[src/rtl/timer_pkg.sv]
// timer_pkg: shared types and constants for the BCD countdown timer.
package timer_pkg;
  localparam int BCD_W = 4;
  localparam logic [BCD_W-1:0] BCD_MAX = 4'd9;
  typedef enum logic [1:0] {
    ST_IDLE   = 2'd0,
    ST_RUN    = 2'd1,
    ST_PAUSED = 2'd2
  } state_t;
endpackage

[src/rtl/bcd_down_digit.sv]
// bcd_down_digit: one mod-10 down-counting BCD stage with borrow output.
// Ports: clk, rst (sync, active-high); load/d parallel load; dec_en decrement
// request; q current digit; borrow_out asserted when decrementing through 0.
module bcd_down_digit
  import timer_pkg::*;
(
  input  logic             clk,
  input  logic             rst,
  input  logic             load,
  input  logic [BCD_W-1:0] d,
  input  logic             dec_en,
  output logic [BCD_W-1:0] q,
  output logic             borrow_out
);
  logic [BCD_W-1:0] q_q, q_d;
  always_comb q_d = load ? d : dec_en ? (q_q == '0 ? BCD_MAX : q_q - 4'd1) : q_q;
  always_ff @(posedge clk) begin
    if (rst) q_q <= '0;
    else q_q <= q_d;
  end
  assign q = q_q;
  assign borrow_out = dec_en && q_q == '0;
endmodule

[src/rtl/bcd_countdown_timer.sv]
// bcd_countdown_timer: multi-digit BCD down-counter with load/start/pause/done control.
// Ports: clk, rst (sync, active-high); load/load_val BCD load request; start,
// pause run control; Q registered count; busy (RUN or PAUSED); done one-cycle
// pulse on reaching zero; load_err one-cycle pulse on a rejected (non-BCD) load.
module bcd_countdown_timer
  import timer_pkg::*;
#(
  parameter int DIGITS     = 2,
  parameter int PRESCALE   = 1,
  parameter int PRESCALE_W = 8
) (
  input  logic                  clk,
  input  logic                  rst,
  input  logic                  load,
  input  logic [BCD_W*DIGITS-1:0] load_val,
  input  logic                  start,
  input  logic                  pause,
  output logic [BCD_W*DIGITS-1:0] Q,
  output logic                  busy,
  output logic                  done,
  output logic                  load_err
);
  localparam int W = BCD_W * DIGITS;
  state_t state_q, state_d;
  logic [PRESCALE_W-1:0] presc_q, presc_d;
  logic busy_q, done_q, done_d, load_err_q, load_err_d;
  logic valid, can_load, load_ok, tick, stop;
  logic [DIGITS:0] borrow;
  always_comb begin
    valid = 1'b1;
    for (int i = 0; i < DIGITS; i++)
      if (load_val[i*BCD_W +: BCD_W] > BCD_MAX) valid = 1'b0;
  end
  assign can_load = state_q != ST_RUN;
  assign load_ok  = load && can_load && valid;
  // A pause request preempts the decrement on the edge that enters PAUSED.
  assign tick     = state_q == ST_RUN && !pause && presc_q == PRESCALE_W'(PRESCALE - 1);
  // The top borrow would mean decrementing through zero; treat it as a stop too.
  assign stop     = tick && (Q == W'(1) || borrow[DIGITS]);
  assign borrow[0] = tick;
  for (genvar g = 0; g < DIGITS; g++) begin : g_digit
    bcd_down_digit u_digit (
      .clk       (clk),
      .rst       (rst),
      .load      (load_ok),
      .d         (load_val[g*BCD_W +: BCD_W]),
      .dec_en    (borrow[g]),
      .q         (Q[g*BCD_W +: BCD_W]),
      .borrow_out(borrow[g+1])
    );
  end
  always_comb begin
    state_d    = state_q;
    presc_d    = presc_q;
    done_d     = 1'b0;
    load_err_d = load && can_load && !valid;
    unique case (state_q)
      ST_IDLE: begin
        if (start && !load && Q != '0) begin
          state_d = ST_RUN;
          presc_d = '0;
        end
      end
      ST_RUN: begin
        if (pause) state_d = ST_PAUSED;
        else begin
          presc_d = tick ? '0 : presc_q + PRESCALE_W'(1);
          if (stop) begin
            state_d = ST_IDLE;
            done_d  = 1'b1;
          end
        end
      end
      ST_PAUSED: begin
        // Any load on the resume edge takes priority over start.
        presc_d = load_ok ? '0 : presc_q;
        if (start && !pause && !load) state_d = ST_RUN;
      end
      default: state_d = ST_IDLE;
    endcase
  end
  always_ff @(posedge clk) begin
    if (rst) begin
      state_q    <= ST_IDLE;
      presc_q    <= '0;
      busy_q     <= 1'b0;
      done_q     <= 1'b0;
      load_err_q <= 1'b0;
    end else begin
      state_q    <= state_d;
      presc_q    <= presc_d;
      busy_q     <= state_d != ST_IDLE;
      done_q     <= done_d;
      load_err_q <= load_err_d;
    end
  end
  assign busy     = busy_q;
  assign done     = done_q;
  assign load_err = load_err_q;
endmodule

[config.mk]
export PLATFORM = sky130hd
export DESIGN_NAME = bcd_countdown_timer
export DESIGN_NICKNAME = d
export VERILOG_FILES = /design/src/rtl/timer_pkg.sv /design/src/rtl/bcd_down_digit.sv /design/src/rtl/bcd_countdown_timer.sv
export SDC_FILE = /design/constraint.sdc
export NUM_CORES = 1
export LEC_CHECK = 0
export ABC_AREA = 0
export CAP_MARGIN = 20
export CORE_MARGIN = 5
export CORE_UTILIZATION = 25
export DETAILED_ROUTE_END_ITERATION = 8
export PLACE_DENSITY_LB_ADDON = 0.05
export SLEW_MARGIN = 20
export SYNTH_ARGS = -nofsm -noshare
export SYNTH_HDL_FRONTEND = slang
export SYNTH_HIERARCHICAL = 1
export SYNTH_SLANG_ARGS = --single-unit
[constraint.sdc]
create_clock -name clk -period 6.5 [get_ports clk]
set_input_delay 0.975 -clock clk [delete_from_list [all_inputs] [get_ports clk]]
set_output_delay 0.975 -clock clk [all_outputs]
set_load 0.005 [all_outputs]
# Yosys cells after proc, flatten, opt, wreduce, memory -nomap -nowiden

Cells that the tools add are included.

ROM bits: 0
Flip-flop bits (word level): 21
Output and inout bits: 11
Latch bits: 0
Memories: 0
Bits in writable memories: 0

Reductions and logical operators: 27
Div/mod/pow operators: 0
Multiply operators: 0
Shift operators: 0
Equal/unequal tests: 7
Bitwise gates (word level): 1
$add $sub $neg: 3
Order comparisons: 2
Muxes and demuxes: 19

Operator list:

| cell                                                                  | count |
|---|---|
| 8-bit two-way mux                                                     | 4 |
| 4-bit two-way mux                                                     | 6 |
| 8-bit case mux with 3 select lines                                    | 1 |
| 1-bit logical AND                                                     | 12 |
| 8-bit by 1-bit adder with 8-bit output, second input constant         | 1 |
| 8-bit by 1-bit equality test with 1-bit output, second input constant | 1 |
| 4-bit > comparator, second input constant                             | 2 |
| 4-bit logical NOT                                                     | 2 |
| 8-bit logical NOT                                                     | 1 |
| 2-bit two-way mux                                                     | 4 |
| 8-bit nonzero test                                                    | 1 |
| 4-bit by 1-bit subtractor with 4-bit output, second input constant    | 2 |
| 2-bit case mux with 3 select lines                                    | 1 |
| 2-bit nonzero test                                                    | 3 |
| 2-bit by 1-bit != test with 1-bit output, second input constant       | 2 |
| 2-bit != test, second input constant                                  | 2 |
| 4-bit AND reduction                                                   | 1 |
| 1-bit logical NOT                                                     | 3 |
| 1-bit two-way mux                                                     | 3 |
| 3-bit nonzero test                                                    | 1 |
| 3-bit OR reduction                                                    | 1 |
| 2-bit by 1-bit equality test with 1-bit output, second input constant | 1 |
| 2-bit equality test, second input constant                            | 1 |
| 2-bit logical NOT                                                     | 1 |
| other kinds (2)                                                       | 2 |

# Depth between registers and ports, before layout

Depth after elaboration: 11
Mapped depth: 12
Depth with buffers taken out: 12

# Hierarchy

The synthesis kept the hierarchy.

By module, submodules not included:

| module              | times used | area each (um2) | cells an instance |
|---|---|---|---|
| bcd_countdown_timer | 1          | 780.7           | 90 |
| bcd_down_digit      | 2          | 227.7           | 25 |

# Worst setup path before layout

OpenSTA, ideal clock, no wires.

Kind: input -> register
Start point: in pause
End point: reg busy_q, in the netlist busy
Stages on the path: 10
Library setup time: 144 ps
Path buffers: 1
Setup slack: 2,806 ps
Arrival: 3,550 ps
Cells stage by stage: or3b_1 buf_2 nor2_1 or3b_2 nor3_1 or3b_2 nor3_1 a31oi_1 nor3_1 o221ai_1

Longest elaborated chain between the ends: 11

Ends and longest elaborated chain:

| what                               | line                      | RTL |
|---|---|---|
| from (decl)                        | bcd_countdown_timer.sv:17 | `input logic pause,` |
| 1-bit logical NOT                  | bcd_countdown_timer.sv:37 | `assign tick = state_q == ST_RUN && !pause && presc_q == PRESCALE_W'(PRESCALE - 1);` |
| 1-bit logical AND (2 in series)    | bcd_countdown_timer.sv:37 |  |
| net borrow[0]                      | bcd_countdown_timer.sv:28 | `logic [DIGITS:0] borrow;` |
| 1-bit logical AND                  | bcd_down_digit.sv:22      | `assign borrow_out = dec_en && q_q == '0;` |
| net borrow[1]                      | bcd_countdown_timer.sv:28 |  |
| 1-bit logical AND                  | bcd_down_digit.sv:22      |  |
| net borrow[2]                      | bcd_countdown_timer.sv:28 |  |
| 1-bit logical OR                   | bcd_countdown_timer.sv:39 | `assign stop = tick && (Q == W'(1) \|\| borrow[DIGITS]);` |
| 1-bit logical AND                  | bcd_countdown_timer.sv:39 |  |
| 2-bit two-way mux                  | bcd_countdown_timer.sv:68 | `if (stop) begin` |
| 2-bit two-way mux                  | bcd_countdown_timer.sv:65 | `if (pause) state_d = ST_PAUSED;` |
| 2-bit case mux with 3 select lines | bcd_countdown_timer.sv:57 | `unique case (state_q)` |
| 2-bit nonzero test                 | bcd_countdown_timer.sv:92 | `busy_q <= state_d != ST_IDLE;` |
| to (signal assigned)               | bcd_countdown_timer.sv:86 | `busy_q <= 1'b0;` |
| to (signal assigned)               | bcd_countdown_timer.sv:92 |  |
| to (decl)                          | bcd_countdown_timer.sv:26 | `logic busy_q, done_q, done_d, load_err_q, load_err_d;` |

The timed path passes the listed nets, and every way through them passes these cells.
A chain may end at the register's enable or synchronous reset.

# Final worst setup path

Same ends and word-level chain as after synthesis.

==> flow_summary.ini <==
[final_layout]
final_cell_mix = 23 x clkdlybuf4s50_1, 21 x dfxtp_1, 15 x nand2_1
fin_area_sq_um = 1590
final_nets = 182
final_common_cell = clkdlybuf4s50_1
drive_gt1_share_pct = 12.7
fin_util_pct = 33.5
area_growth_pct = 28.9
antennaDiodeCount = 0

[sta]
setup_viol = 0
fin_worst_skew_ns = 0.00747
relSlewSlack_pct = 49.1
period_minus_slack_ns = 4.20
hold_viol = 0
tightest_slew_ns = 0.761
report.final.slew_viol_count = 0
fin_ws_ns = 2.30
rsz0062_at_grt = false
setup_tns_ns = 0
fmax_mhz = 238
min_period_over_period_pct = 64.6
hold_slack_ns = 0.470

[clock_network]
cts_resized = 0
htreeDepth = 1
cts_tree = yes
numCtsBuffers = 3
postCtsSetupBuffers = 0
clkLatencyLatePin_ns = 0.26
clockRootBuffer = clkbuf_8
cts_sinks = 21
path_clk_slew_ns = 0.09
cts_hold_buf = 0
cts_max_path_buffers = 2

[drt]
first_pass_iters = 4
vias = 1178
ant_nets = 0
vias_per_cell = 5.06
drc = 0
routed_wl_mm = 3.20
detail_route.wl_per_cell_microns = 13.7
drt_iter0_markers = 53

[critical_path]
critPathCaptureType = flip-flop
critPathRequiredTime_ns = 6.64
worstPathMaxFanout = 6
reg2reg_depth = 12
crit_arrival_ns = 4.34
r2r_end = busy$_SDFF_PP0_
path_class = primary input to flip-flop
start_kind = primary input
r2r_slack_ns = 2.70
r2r-start = presc_q[0]$_SDFFE_PP0P_

[yosys]
ys_warn_count = 6
synth.ff_latch_count = 21
synth_cell_type_count = 44
synthCells = 140
yosysSeqAreaShare_pct = 34.0
synth.avg_cell_area_sq_um = 8.83
netlist_area_sq_um = 1240
syn-num-nets = 155

[grt]
overflow = 0
grtUsageTotal_pct = 10.5
grt_pass1_vias = 1118
grt_pass1_wl_mm = 5.38
grt_max_degree = 25
antenna_found_initial = 0

[floorplan]
core-area_sq_um = 4750
rows = 25
die_w_microns = 80.3
ios = 24
dieArea_sq_um = 6450
die_h_microns = 80.3
initial_utilization_pct = 26.0

[power_and_ir_drop]
peakVddDrop_uv = 88.1
p_per_area_nw_per_um2 = 193
p_leak_nw = 0.524

[place]
gp_congestion = 0.768
dpl_cell_area_sq_um = 1550
place.port_buffers = 23
dpl.hpwl_mm = 2.36
place_ws_ns = 1.95

[hold_path]
hold_class = flip-flop to flip-flop
hold_path_startpoint = presc_q[7]$_SDFFE_PP0P_
hold_end = presc_q[7]$_SDFFE_PP0P_
min_path_cells = 1

[flow_run]
drv_cap = 0

[outcome]
status = complete, no violations
==> flip-flops by register name (all words and copies together) (netlist names) <==
| register | count |
|---|---|
| load_err | 1 |
| presc_q | 8 |
| state_q | 2 |
| done | 1 |
| busy | 1 |
| g_digit.u_digit/q | 8 |
==> layout make-up <==
class                   instances  area (sq um)
multi-input cells             107           769
clock buffers                   4          45.0
flip-flops and latches         21           420
well taps                      67          83.8
repair buffers                 24           238
inverters                      10          37.5
fillers                       528          3160
==> how the worst max path moves through the flow <==
| stage | from | end | slack, ns | depth (start not counted) |
|---|---|---|---|---|
| global placement | pause | busy$_SDFF_PP0_ | 2.07 | 10 |
| global route | pause | busy$_SDFF_PP0_ | 2.05 | 10 |
| floorplan | pause | busy$_SDFF_PP0_ | 2.81 | 10 |
| CTS | pause | busy$_SDFF_PP0_ | 2.26 | 10 |
| detailed placement | pause | busy$_SDFF_PP0_ | 1.95 | 10 |
| finish | pause | busy$_SDFF_PP0_ | 2.30 | 10 |
==> cells by family (layout without fill, tap and decap cells) <==
| kind of cell | after synthesis | count (layout) | share of synthesized area, % |
|---|---|---|---|
| multiplexers | 1 | 1 | 0.810 |
| AND/OR/NAND/NOR | 56 | 56 | 27.3 |
| flip-flops | 21 | 21 | 34.0 |
| adder cells (fa/ha/maj) | 2 | 2 | 2.02 |
| buffers and inverters | 12 | 38 | 3.74 |
| AO/OA/AOI/OAI | 44 | 44 | 29.3 |
| XOR/XNOR | 4 | 4 | 2.83 |
==> through the flow <==
| step | power [mW] | instances |
|---|---|---|
| after global routing | 0.326 | 233 |
| after CTS | 0.312 | 233 |
| final | 0.307 | 233 |
| after floorplan | 0.188 | 140 |
| after detailed placement | 0.221 | 229 |
| after global placement | 0.222 | 229 |
==> synthesized netlist by cell type (all sizes together) <==
library cell	instances	area [sq um]
o31ai	2	20.0
o21a	1	7.51
or4	2	18.8
mux2i	1	10.0
nand3b	1	7.51
o311a	2	20.0
a221oi	2	17.5
inv	10	37.5
and3	1	6.26
o221ai	1	8.76
or2	1	6.26
or3b	3	26.3
a21oi	9	48.8
xor2	2	17.5
o21bai	4	33.8
o311ai	1	8.76
nor4b	3	56.3
nand2b	6	37.5
ha	2	25.0
a211oi	3	37.5
o2111ai	2	17.5
nand3	4	20.0
nor3	6	30.0
nor3b	1	7.51
dfxtp	21	420
a31oi	7	43.8
a41oi	2	17.5
a311oi	4	60.1
nor2	10	40.0
nor4	3	25.0
o21ai	4	20.0
buf	2	8.75
nand2	15	56.3
xnor2	2	17.5
==> power by group <==
group	internal, mW	switching [mW]
clock network	0.0437	0.0461
logic	0.0357	0.0328
registers	0.136	0.0130
==> worst max-delay path, cell delays in order <==
cell and delay [ns]:
clkdlybuf4s50_1 0.48, or3b_1 0.52, nor2_1 0.35, or3b_2 0.49, nor3_1 0.41, or3b_2 0.50
nor3_1 0.15, a31oi_1 0.08, nor3_1 0.22, o221ai_1 0.15
==> layer usage <==
metal  GRT usage [%]  vias to the layer above  routed length [microns]
met2            17.5                       36                     1610
met1            13.1                      554                     1420
li1                -                      584                        -
met5               0                        -                        0
met4            2.87                        0                       34
met3            3.03                        4                      136
Note: power is estimated with default switching activity, not from simulation.
